**src/rtl/audio_demux_1to5.sv**
```systemverilog
// 1-to-5 audio sample demultiplexer with a one-entry registered output buffer.
// Select changes drain the current path and wait a settle gap before re-routing.
module audio_demux_1to5 #(
   parameter int unsigned WIDTH  = 8,
   parameter int unsigned SETTLE = 4
) (
   input  logic             clk,
   input  logic             rst_n,
   input  logic [2:0]       sel,
   input  logic [WIDTH-1:0] s_data,
   input  logic             s_valid,
   output logic             s_ready,
   output logic [WIDTH-1:0] m_data,
   output logic [4:0]       m_valid,
   input  logic [4:0]       m_ready,
   output logic [2:0]       active_sel,
   output logic             switching
);

   localparam int unsigned CW = (SETTLE > 0) ? $clog2(SETTLE + 1) : 1;

   typedef enum logic [1:0] {
      ST_RUN,
      ST_DRAIN,
      ST_SETTLE
   } state_t;

   state_t           state_q, state_d;
   logic [CW-1:0]    cnt_q, cnt_d;
   logic [2:0]       active_q, active_d;
   logic [WIDTH-1:0] m_data_q, m_data_d;
   logic [4:0]       m_valid_q, m_valid_d;
   logic             switching_q;
   logic [2:0]       tsel;
   logic             buf_v;
   logic             sink_rdy;
   logic             out_fire;

   always_comb begin
      tsel     = (sel > 3'd4) ? 3'd0 : sel;
      buf_v    = |m_valid_q;
      sink_rdy = m_ready[active_q];
      out_fire = buf_v & sink_rdy;
   end

   always_comb begin
      state_d   = state_q;
      cnt_d     = cnt_q;
      active_d  = active_q;
      m_data_d  = m_data_q;
      m_valid_d = m_valid_q;
      s_ready   = 1'b0;

      unique case (state_q)
         ST_RUN: begin
            s_ready = (tsel == active_q) & (~buf_v | sink_rdy);
            if (tsel != active_q) begin
               state_d = ST_DRAIN;
            end
         end
         ST_DRAIN: begin
            // A delivery in this very cycle already empties the buffer.
            if (~buf_v | out_fire) begin
               if (SETTLE == 0) begin
                  active_d = tsel;
                  state_d  = ST_RUN;
               end else begin
                  cnt_d   = CW'(SETTLE);
                  state_d = ST_SETTLE;
               end
            end
         end
         ST_SETTLE: begin
            cnt_d = (cnt_q != '0) ? cnt_q - CW'(1) : '0;
            if (cnt_q <= CW'(1)) begin
               active_d = tsel;
               state_d  = ST_RUN;
            end
         end
         default: begin
            state_d = ST_RUN;
         end
      endcase

      if (s_valid & s_ready) begin
         m_data_d  = s_data;
         m_valid_d = 5'(1) << active_q;
      end else if (out_fire) begin
         m_valid_d = '0;
      end
   end

   always_ff @(posedge clk or negedge rst_n) begin
      if (!rst_n) begin
         state_q     <= ST_RUN;
         cnt_q       <= '0;
         active_q    <= '0;
         m_data_q    <= '0;
         m_valid_q   <= '0;
         switching_q <= 1'b0;
      end else begin
         state_q     <= state_d;
         cnt_q       <= cnt_d;
         active_q    <= active_d;
         m_data_q    <= m_data_d;
         m_valid_q   <= m_valid_d;
         switching_q <= (state_d != ST_RUN);
      end
   end

   assign m_data     = m_data_q;
   assign m_valid    = m_valid_q;
   assign active_sel = active_q;
   assign switching  = switching_q;

endmodule

```
**config.mk**
```make
export PLATFORM = sky130hd
export DESIGN_NAME = audio_demux_1to5
export DESIGN_NICKNAME = d
export VERILOG_FILES = /design/src/rtl/audio_demux_1to5.sv
export SDC_FILE = /design/constraint.sdc
export NUM_CORES = 1
export LEC_CHECK = 0
export BUFFER_PORTS_ARGS = -buffer_cell sky130_fd_sc_hd__buf_2
export CORE_MARGIN = 2
export CORE_UTILIZATION = 44
export CTS_CLUSTER_DIAMETER = 60
export CTS_CLUSTER_SIZE = 30
export DETAILED_ROUTE_END_ITERATION = 12
export GPL_TIMING_DRIVEN = 0
export PLACE_DENSITY = 0.82
export SETUP_SLACK_MARGIN = 0.02
export SYNTH_ARGS = -nofsm -noshare
export SYNTH_HDL_FRONTEND = slang
export SYNTH_SLANG_ARGS = --single-unit
```
**constraint.sdc**
```tcl
create_clock -name clk -period 2.6 [get_ports clk]
set_input_delay 0 -clock clk [delete_from_list [all_inputs] [get_ports clk]]
set_output_delay 0 -clock clk [all_outputs]
set_load 0.01 [all_outputs]
```
==> results of run 1 <==
[timing repair]
action / CTS / global route
endpoints found under the hold margin: 33 / 0
buffers inserted: 0 / 0
gates resized for setup: 0 / 4
endpoints found under the setup margin: 0 / 5
hold buffers: 12 / 0
[report_power, final]
group,internal [W],switching [W]
clock,0.0000853,0.0000998
combinational,0.000412,0.000430
sequential,0.000492,0.000112
total,0.000990,0.000641
[how the worst max path moves through the flow]
stage	start	end	slack, ns	depth (start not counted)
CTS	active_sel[0]	m_data[5]	0.05	8
global route	active_sel[0]	m_data[3]	0.03	8
finish	active_sel[0]	m_data[3]	0.10	8
global placement	active_sel[0]	m_data[3]	0.09	8
detailed placement	active_sel[0]	m_data[5]	0.08	8
floorplan	active_sel[0]	m_data[3]	0.11	8
[Yosys cell counts]
cell | n | area share
a21oi_1 | 2 | 0.0089
a31o_2 | 2 | 0.016
and3_4 | 1 | 0.010
and4_1 | 1 | 0.0078
buf_2 | 2 | 0.0089
buf_6 | 2 | 0.020
clkbuf_1 | 1 | 0.0033
dfrtp_1 | 22 | 0.49
ha_1 | 2 | 0.022
inv_1 | 6 | 0.020
mux2_2 | 3 | 0.030
mux2_4 | 5 | 0.067
mux2i_1 | 3 | 0.027
nand2_1 | 8 | 0.027
nand2b_1 | 3 | 0.017
nand3_1 | 2 | 0.0089
nand3b_1 | 3 | 0.020
nand4_1 | 1 | 0.0056
nor2_1 | 8 | 0.027
nor3_1 | 1 | 0.0044
nor4_1 | 2 | 0.011
o2111ai_1 | 1 | 0.0078
o211ai_1 | 1 | 0.0067
o21ai_0 | 8 | 0.036
o21bai_1 | 1 | 0.0067
o221ai_1 | 1 | 0.0078
o22ai_1 | 2 | 0.011
o31ai_1 | 3 | 0.020
o41ai_2 | 1 | 0.014
or2_2 | 1 | 0.0056
or4_1 | 3 | 0.020
xor2_1 | 2 | 0.016
[layer usage]
metal,wire length [µm],up-vias
met5,0,-
li1,-,477
met1,1010,473
met2,1250,24
met4,21,0
met3,81,4
[per-stage QoR]
step	area [µm²]	power (W)	utilization	setup slack [ns]	instances
2_1_floorplan	1130	0.00116	-	0.115	104
3_3_place_gp	1340	0.00137	0.547	0.0927	170
3_5_place_dp	1340	0.00141	0.547	0.0777	170
4_1_cts	1500	0.00162	0.611	0.0473	186
5_1_grt	1520	0.00177	0.618	0.0276	186
6_report	1520	0.00163	0.618	0.101	186
[state kept, by name (all words and copies together) (netlist names)]
register    flops
active_sel      3
cnt_q           3
m_data          8
m_valid         5
state_q         2
switching       1
[worst max-delay path, stage by stage (launching register included)]
cell     delay, ns
dfrtp_1       0.41
buf_6         0.14
xor2_1        0.15
or4_1         0.46
and3_4        0.17
or4_4         0.47
buf_6         0.14
buf_6         0.14
mux2_4        0.30
[cells by family (layout without fill, tap and decap cells)]
group | count (synthesis) | count (layout) | share of synthesized area
compound gates | 22 | 22 | 0.134
mux | 11 | 11 | 0.123
simple gates | 34 | 34 | 0.163
flops | 22 | 22 | 0.489
fa+ha+maj | 2 | 2 | 0.0222
buf+inv | 11 | 63 | 0.0522
xor+xnor | 2 | 2 | 0.0156
[layout make-up]
| type | instances | area (µm²) | area share |
|---|---|---|---|
| Clock buffer | 4 | 36.3 | 0.0239 |
| Tap cell | 30 | 37.5 | 0.0248 |
| Sequential cell | 22 | 551 | 0.363 |
| Inverter | 6 | 22.5 | 0.0149 |
| Buffer | 5 | 42.5 | 0.0281 |
| Timing Repair Buffer | 48 | 300 | 0.198 |
| Multi-Input combinational cell | 71 | 527 | 0.347 |
==> out/metrics.yaml, run 1 <==
yosysSeqAreaShare: 0.489
worst_setup_path_end_kind: "register"
slew_headroom: 0.509
drc: 0
critPathRequiredTime_ns: 2.79
ys_types: 32
wl_per_cell_um: 12.7
post-dp-hpwl_um: 1690
numCtsBuffers: 3
status: "completed"
start_util: 0.459
antenna_found_initial: 0
rrSetupSlack_ns: 0.10
cp-start-kind: "register"
die_x_um: 54.6
power.leakage_nw: 0.766
cts_buffer_depth: 2
overflow: 0
numClockSinks: 22
ant_nets: 0
drtPass1Iterations: 4
worst_pin_slew_ns: 0.730
drt_iter0_markers: 19
vdd_drop_max_uv: 634
grt.met1_usage: 0.206
area_growth_pct: 34.7
fin_skew_ns: 0.00542
p_per_area_nw_per_um2: 1080
reg2reg_depth: 8
setup_viol: 0
grt_pass1_vias: 903
root_buffer: "clkbuf_4"
grt.busiest_layer: "met2"
avgSynthCellArea_um2: 10.8
cp.arrival_ns: 2.69
synth_fp_nets: 125
die_h_um: 54.6
period_needed_ns: 2.50
fmax_mhz: 400
grt_pass1_wl_um: 3760
grtUsageMet3: 0.0246
routed-via-count: 978
die_area_um2: 2980
slew_violations: 0
ys_ff_latch: 22
vias_per_cell: 5.26
h-tree-depth: 1
holdWs_ns: 0.166
drv_cap: 0
rows: 18
synth_area_um2: 1130
routed_wirelength_um: 2360
portBuffers: 36
hp-class: "input port to asynchronous set/reset pin"
layout.nets: 178
clock_latency_ns: 0.30
hold_violations: 0
grt_usage: 0.179
worstSetupPathType: "register to register"
crit_path_max_fanout: 10
clk_pin_slew_ns: 0.12
finalWeightedCongestion: 0.782
rsz0062_at_grt: "false"
n_fill_cell: 207
layout_common_cells: "buf_2 (37), dfrtp_1 (22), dlygate4sd3_1 (12)"
core_um2: 2450
r2r-end: "m_data[3]"
fin_crit_sh: 0.961
yosys_warnings: 0
final_common_cell: "buf_2"
layout-drive-gt1-share: 0.378
syn_inst: 104
grt_max_degree: 23
diodes: 0
timing.rr.start: "active_sel[0]"
setup_tns_ns: 0
pin_count: 37
grt_use_met2: 0.325
cts_tree: "built"
Note: power is estimated with default switching activity, not from simulation.
==> run 2, diff against run 1 <==
--- a/config.mk
+++ b/config.mk
@@ -13,6 +13,7 @@
 export DETAILED_ROUTE_END_ITERATION = 12
 export GPL_TIMING_DRIVEN = 0
 export PLACE_DENSITY = 0.82
+export RECOVER_POWER = 100
 export SETUP_SLACK_MARGIN = 0.02
 export SYNTH_ARGS = -nofsm -noshare
 export SYNTH_HDL_FRONTEND = slang
==> run 2 against run 1 <==
Against the previous run:
- combinational power shrank 4.5%
- flip-flop and latch count stayed put
- die area stayed put
- first-iteration DRC count down 5.3%
- critical path type unchanged
- critical endpoint is now m_data[5]
- largest power group unchanged
==> out/metrics.yaml, run 2 (synthesis results as in run 1) <==
portBuffers: 36  # unchanged
die_h_um: 54.6  # unchanged
period_needed_ns: 2.50  # -0.000203 ns
vdd_drop_max_uv: 621  # -2.0%
ant_nets: 0  # unchanged
fmax_mhz: 400  # about the same
power_frac_seq: 0.381  # +0.011
grt_max_degree: 23  # unchanged
status: "completed"
critPathRequiredTime_ns: 2.79  # about the same
critPathMostFrequentCell: "buf_6"
finalWeightedCongestion: 0.782  # unchanged
final_common_cell: "dfrtp_1"
layout.nets: 178  # unchanged
layout-drive-gt1-share: 0.250  # -0.128
numCtsBuffers: 3  # unchanged
pin_count: 37  # unchanged
area_growth_pct: 31.9
power.share.combinational: 0.504  # -0.012
n_fill_cell: 220  # +6.3%
cts_tree: "built"
diodes: 0  # unchanged
rsz0062_at_grt: "false"
hold_violations: 0  # unchanged
h-tree-depth: 1  # unchanged
vias_per_cell: 5.34  # +1.5%
wl_per_cell_um: 12.7  # +0.42%
slowest_stage: "or4_4"
overflow: 0  # unchanged
slew_violations: 0  # unchanged
setup_tns_ns: 0  # unchanged
die_x_um: 54.6  # unchanged
antenna_found_initial: 0  # unchanged
p_sw_frac: 0.402  # +0.00862
hp-class: "input port to register"
grt_usage: 0.179  # unchanged
crit_path_max_fanout: 10  # unchanged
drc: 0  # unchanged
cts_setup_buffers: 0  # unchanged
cp.arrival_ns: 2.69  # about the same
routed-via-count: 993  # +1.5%
cp-start-kind: "register"
drv_cap: 0  # unchanged
critPathTopFamily: "simple AND/OR/NAND/NOR gates"
die_area_um2: 2980  # unchanged
worst_setup_path_end_kind: "register"
numClockSinks: 22  # unchanged
drt_iter0_markers: 18  # -1
clk_pin_slew_ns: 0.12  # about the same
slew_headroom: 0.239  # -0.270
hold_start: "s_valid"
routed_wirelength_um: 2370  # +0.42%
grt_pass1_vias: 903  # unchanged
clock_latency_ns: 0.30  # about the same
timing.rr.start: "active_sel[0]"
setup_viol: 0  # unchanged
worstSetupPathType: "register to register"
drtPass1Iterations: 6  # +2
power_frac_clock: 0.116  # +0.002
rows: 18  # unchanged
internal_power_w: 0.000955  # -3.6%
largest_reg_flops: 8  # unchanged
grt_pass1_wl_um: 3760  # unchanged
layout_common_cells: "dfrtp_1 (22), clkbuf_1 (20), buf_2 (18)"
slowest_delay_ns: 0.47  # about the same
multi_input_area_um2: 519  # -1.4%
post-dp-hpwl_um: 1690  # unchanged
cp-startpoint: "active_sel[0]"
power.leakage_nw: 0.694  # -9.5%
start_util: 0.459  # unchanged
cts_buffer_depth: 2  # unchanged
fin_skew_ns: 0.00432  # -0.00110 ns
core_um2: 2450  # unchanged
worst-path-buf-inv: 3  # unchanged
crit_chain: "buf_6, xor2_1, or4_1, and3_4, or4_4, buf_6, buf_6, mux2_4"
fin_util: 0.605  # -0.0127
holdWs_ns: 0.238  # +0.0712 ns
fin_crit_sh: 0.961  # about the same
p_switching_w: 0.000641  # about the same
regArea_um2: 551  # unchanged
p_per_area_nw_per_um2: 1070  # -0.12%
root_buffer: "clkbuf_4"
worst_pin_slew_ns: 1.14  # +0.412 ns
==> run 2: changes by cell type in the layout (fill, tap and decap cells not counted) <==
| cell | previous run | this run |
|---|---|---|
| buf_2 | 37 | 18 |
| clkbuf_1 | 1 | 20 |
| o41ai_1 | 0 | 1 |
| o41ai_2 | 1 | 0 |
==> run 2: layout make-up <==
cell class | count | area share
Buffer | 5 | 0.0286
Sequential cell | 22 | 0.371
Tap cell | 30 | 0.0253
Timing Repair Buffer | 48 | 0.186
Clock buffer | 4 | 0.0244
Inverter | 6 | 0.0152
Multi-Input combinational cell | 71 | 0.350
==> run 2: per-stage QoR <==
step | total power, W | instance area, µm² | instances | setup WS, ns
floorplan | 0.00116 | 1130 | 104 | 0.115
global placement | 0.00137 | 1340 | 170 | 0.0927
detailed placement | 0.00141 | 1340 | 170 | 0.0777
CTS | 0.00162 | 1500 | 186 | 0.0473
global route | 0.00174 | 1490 | 186 | 0.0297
finish | 0.00160 | 1490 | 186 | 0.101
==> run 2: power groups by stage <==
stage | Combinational, W | Sequential, W | Clock, W
after floorplan | 0.000509 | 0.000652 | 0
after global placement | 0.000773 | 0.000599 | 0
after detailed placement | 0.000801 | 0.000610 | 0
after CTS | 0.000824 | 0.000601 | 0.000195
after global routing | 0.000904 | 0.000631 | 0.000203
final | 0.000804 | 0.000607 | 0.000184
==> run 2: worst min-delay path, cell delays in order <==
cell and delay, ns:
buf_2 0.10, nand2b_1 0.06, or4_4 0.11, buf_6 0.10
mux2_2 0.14
==> run 2: repair_timing <==
item / 4_1_cts / 5_1_grt
hold buffers: 12 / 0
endpoints found under the setup margin: 0 / 5
resized for setup: 0 / 4
hold endpoints to repair: 33 / 0
==> run 2: final timing paths <==
check                                end  slack, ns  depth (start not counted)
max                            m_data[5]       0.10                          8
min                            m_data[2]       0.24                          5
max reg2reg                    m_data[5]       0.10                          8
min reg2reg                    m_data[6]       0.52                          1
max in group asynchronous     m_valid[4]       1.49                          2
min in group asynchronous  active_sel[1]       0.42                          2
==> run 2: per-layer routing <==
layer | up-vias | GRT usage | share of wire
met3 | 4 | 0.0246 | 0.045
met4 | 0 | 0.0750 | 0.010
met1 | 479 | 0.206 | 0.42
met5 | - | 0 | 0
li1 | 476 | - | -
met2 | 34 | 0.325 | 0.52
==> run 3, diff against run 2 <==
--- a/config.mk
+++ b/config.mk
@@ -11,7 +11,7 @@
 export CTS_CLUSTER_DIAMETER = 60
 export CTS_CLUSTER_SIZE = 30
 export DETAILED_ROUTE_END_ITERATION = 12
-export GPL_TIMING_DRIVEN = 0
+export GPL_TIMING_DRIVEN = 1
 export PLACE_DENSITY = 0.82
 export RECOVER_POWER = 100
 export SETUP_SLACK_MARGIN = 0.02
==> run 3 against run 2 <==
Against the previous run:
- sequential share of layout area is 1.5 points higher
- critical endpoint unchanged
- critical path depth is 2 lower
- fmax is 4.7% higher
- register-to-register slack improved by 0.11 ns
- worst setup slack improved by 0.11 ns
- wire length is 4.3% higher
==> out/metrics.yaml, run 3 (synthesis results as in run 1) <==
diodes: 0  # unchanged
start_util: 0.459  # unchanged
antenna_found_initial: 0  # unchanged
fmax_mhz: 419  # +4.7%
rows: 18  # unchanged
clock_latency_ns: 0.31  # about the same
drtPass1Iterations: 4  # -2
layout.nets: 176  # -1.1%
area_growth_pct: 26.7
worstSetupPathType: "register to register"
hold_violations: 0  # unchanged
vias_per_cell: 5.28  # -1.1%
layout-drive-gt1-share: 0.195  # -0.0552
rsz0062_at_grt: "false"
cts_buffer_depth: 2  # unchanged
finalPower_w: 0.00152  # -4.8%
layout_common_cells: "dfrtp_1 (22), buf_2 (19), clkbuf_1 (19)"
drv_cap: 0  # unchanged
wl_per_cell_um: 13.4  # +5.4%
numCtsBuffers: 3  # unchanged
die_h_um: 54.6  # unchanged
cp-start-kind: "register"
vdd_drop_max_uv: 612  # -1.6%
cp.arrival_ns: 2.59  # -0.10 ns
setup_tns_ns: 0  # unchanged
period_needed_ns: 2.39  # -0.113 ns
fin_crit_sh: 0.918  # -0.0433
cp-startpoint: "m_valid[0]"
status: "completed"
grt_usage: 0.194  # +0.0150
clk_pin_slew_ns: 0.12  # about the same
slew_violations: 0  # unchanged
worst_setup_path_end_kind: "register"
ant_nets: 0  # unchanged
drt_iter0_markers: 22  # +4
overflow: 0  # unchanged
h-tree-depth: 1  # unchanged
numClockSinks: 22  # unchanged
post-dp-hpwl_um: 1760  # +4.2%
p_per_area_nw_per_um2: 1060  # -0.89%
final_common_cell: "dfrtp_1"
largest_reg_flops: 8  # unchanged
routed-via-count: 972  # -2.1%
crit_path_max_fanout: 13  # +3
cts_tree: "built"
core_um2: 2450  # unchanged
critPathRequiredTime_ns: 2.80  # about the same
fin_skew_ns: 0.000678  # -0.00364 ns
grt_max_degree: 23  # unchanged
worst_pin_slew_ns: 1.14  # -0.00165 ns
pin_count: 37  # unchanged
hold_start: "s_valid"
setup_viol: 0  # unchanged
drc: 0  # unchanged
portBuffers: 36  # unchanged
power.leakage_nw: 0.654  # -5.7%
die_area_um2: 2980  # unchanged
finalWeightedCongestion: 0.870  # +11%
hp-class: "input port to register"
routed_wirelength_um: 2470  # +4.3%
grt_pass1_vias: 959  # +6.2%
die_x_um: 54.6  # unchanged
slew_headroom: 0.240  # +0.00110
root_buffer: "clkbuf_4"
grt_pass1_wl_um: 4090  # +8.8%
timing.rr.start: "m_valid[0]"
## run 3: metal layers
layer  vias up  wire, µm  GRT usage  part of all wire
li1        472         -          -                 -
met1       460      1010      0.202              0.41
met2        40      1300      0.371              0.53
met3         0       159     0.0628             0.064
met4         0         0     0.0375                 0
met5         -         0          0                 0
## run 3: layout make-up
class	instances	area, µm²
clock buffers	4	36.3
multi-input cells	71	485
fillers	238	1030
inverters	6	22.5
repair buffers	51	294
well taps	30	37.5
flip-flops and latches	22	551
## run 3: power breakdown
| group | total [W] | leakage, nW | internal (W) | switching [W] |
|---|---|---|---|---|
| clock | 0.000190 | 0.0210 | 0.0000855 | 0.000105 |
| sequential | 0.000623 | 0.279 | 0.000492 | 0.000131 |
| combinational | 0.000705 | 0.354 | 0.000305 | 0.000401 |
## run 3: critical path, stage by stage (launching register included)
cell     delay [ns]
dfrtp_1        0.42
or4_1          0.55
o22ai_1        0.17
a21oi_1        0.10
or4_1          0.51
buf_4          0.20
mux2_1         0.33
## run 3: timing repair
action                    CTS  global route
buffers inserted            0             0
hold buffers               12             0
gates resized for setup     0             0
hold endpoints to repair   33             0
## run 3: final timing paths
kind / end / slack, ns / cells past startpoint
worst min-delay path: m_valid[2] / 0.24 / 5
worst max-delay path: m_data[5] / 0.21 / 6
worst min register to register: m_data[7] / 0.50 / 1
min in group asynchronous: active_sel[1] / 0.42 / 2
max in group asynchronous: active_sel[2] / 1.51 / 2
worst max register to register: m_data[5] / 0.21 / 6
## run 3: per-stage QoR
stage | cells | worst slack [ns] | hold slack [ns] | area (µm²) | utilization
finish | 184 | 0.213 | 0.236 | 1430 | 0.581
detailed placement | 168 | 0.265 | -0.00991 | 1330 | 0.542
global placement | 168 | 0.300 | -0.0147 | 1330 | 0.542
CTS | 184 | 0.230 | 0.177 | 1490 | 0.606
global route | 184 | 0.0785 | 0.259 | 1430 | 0.581
floorplan | 104 | 0.115 | -0.296 | 1130 | -
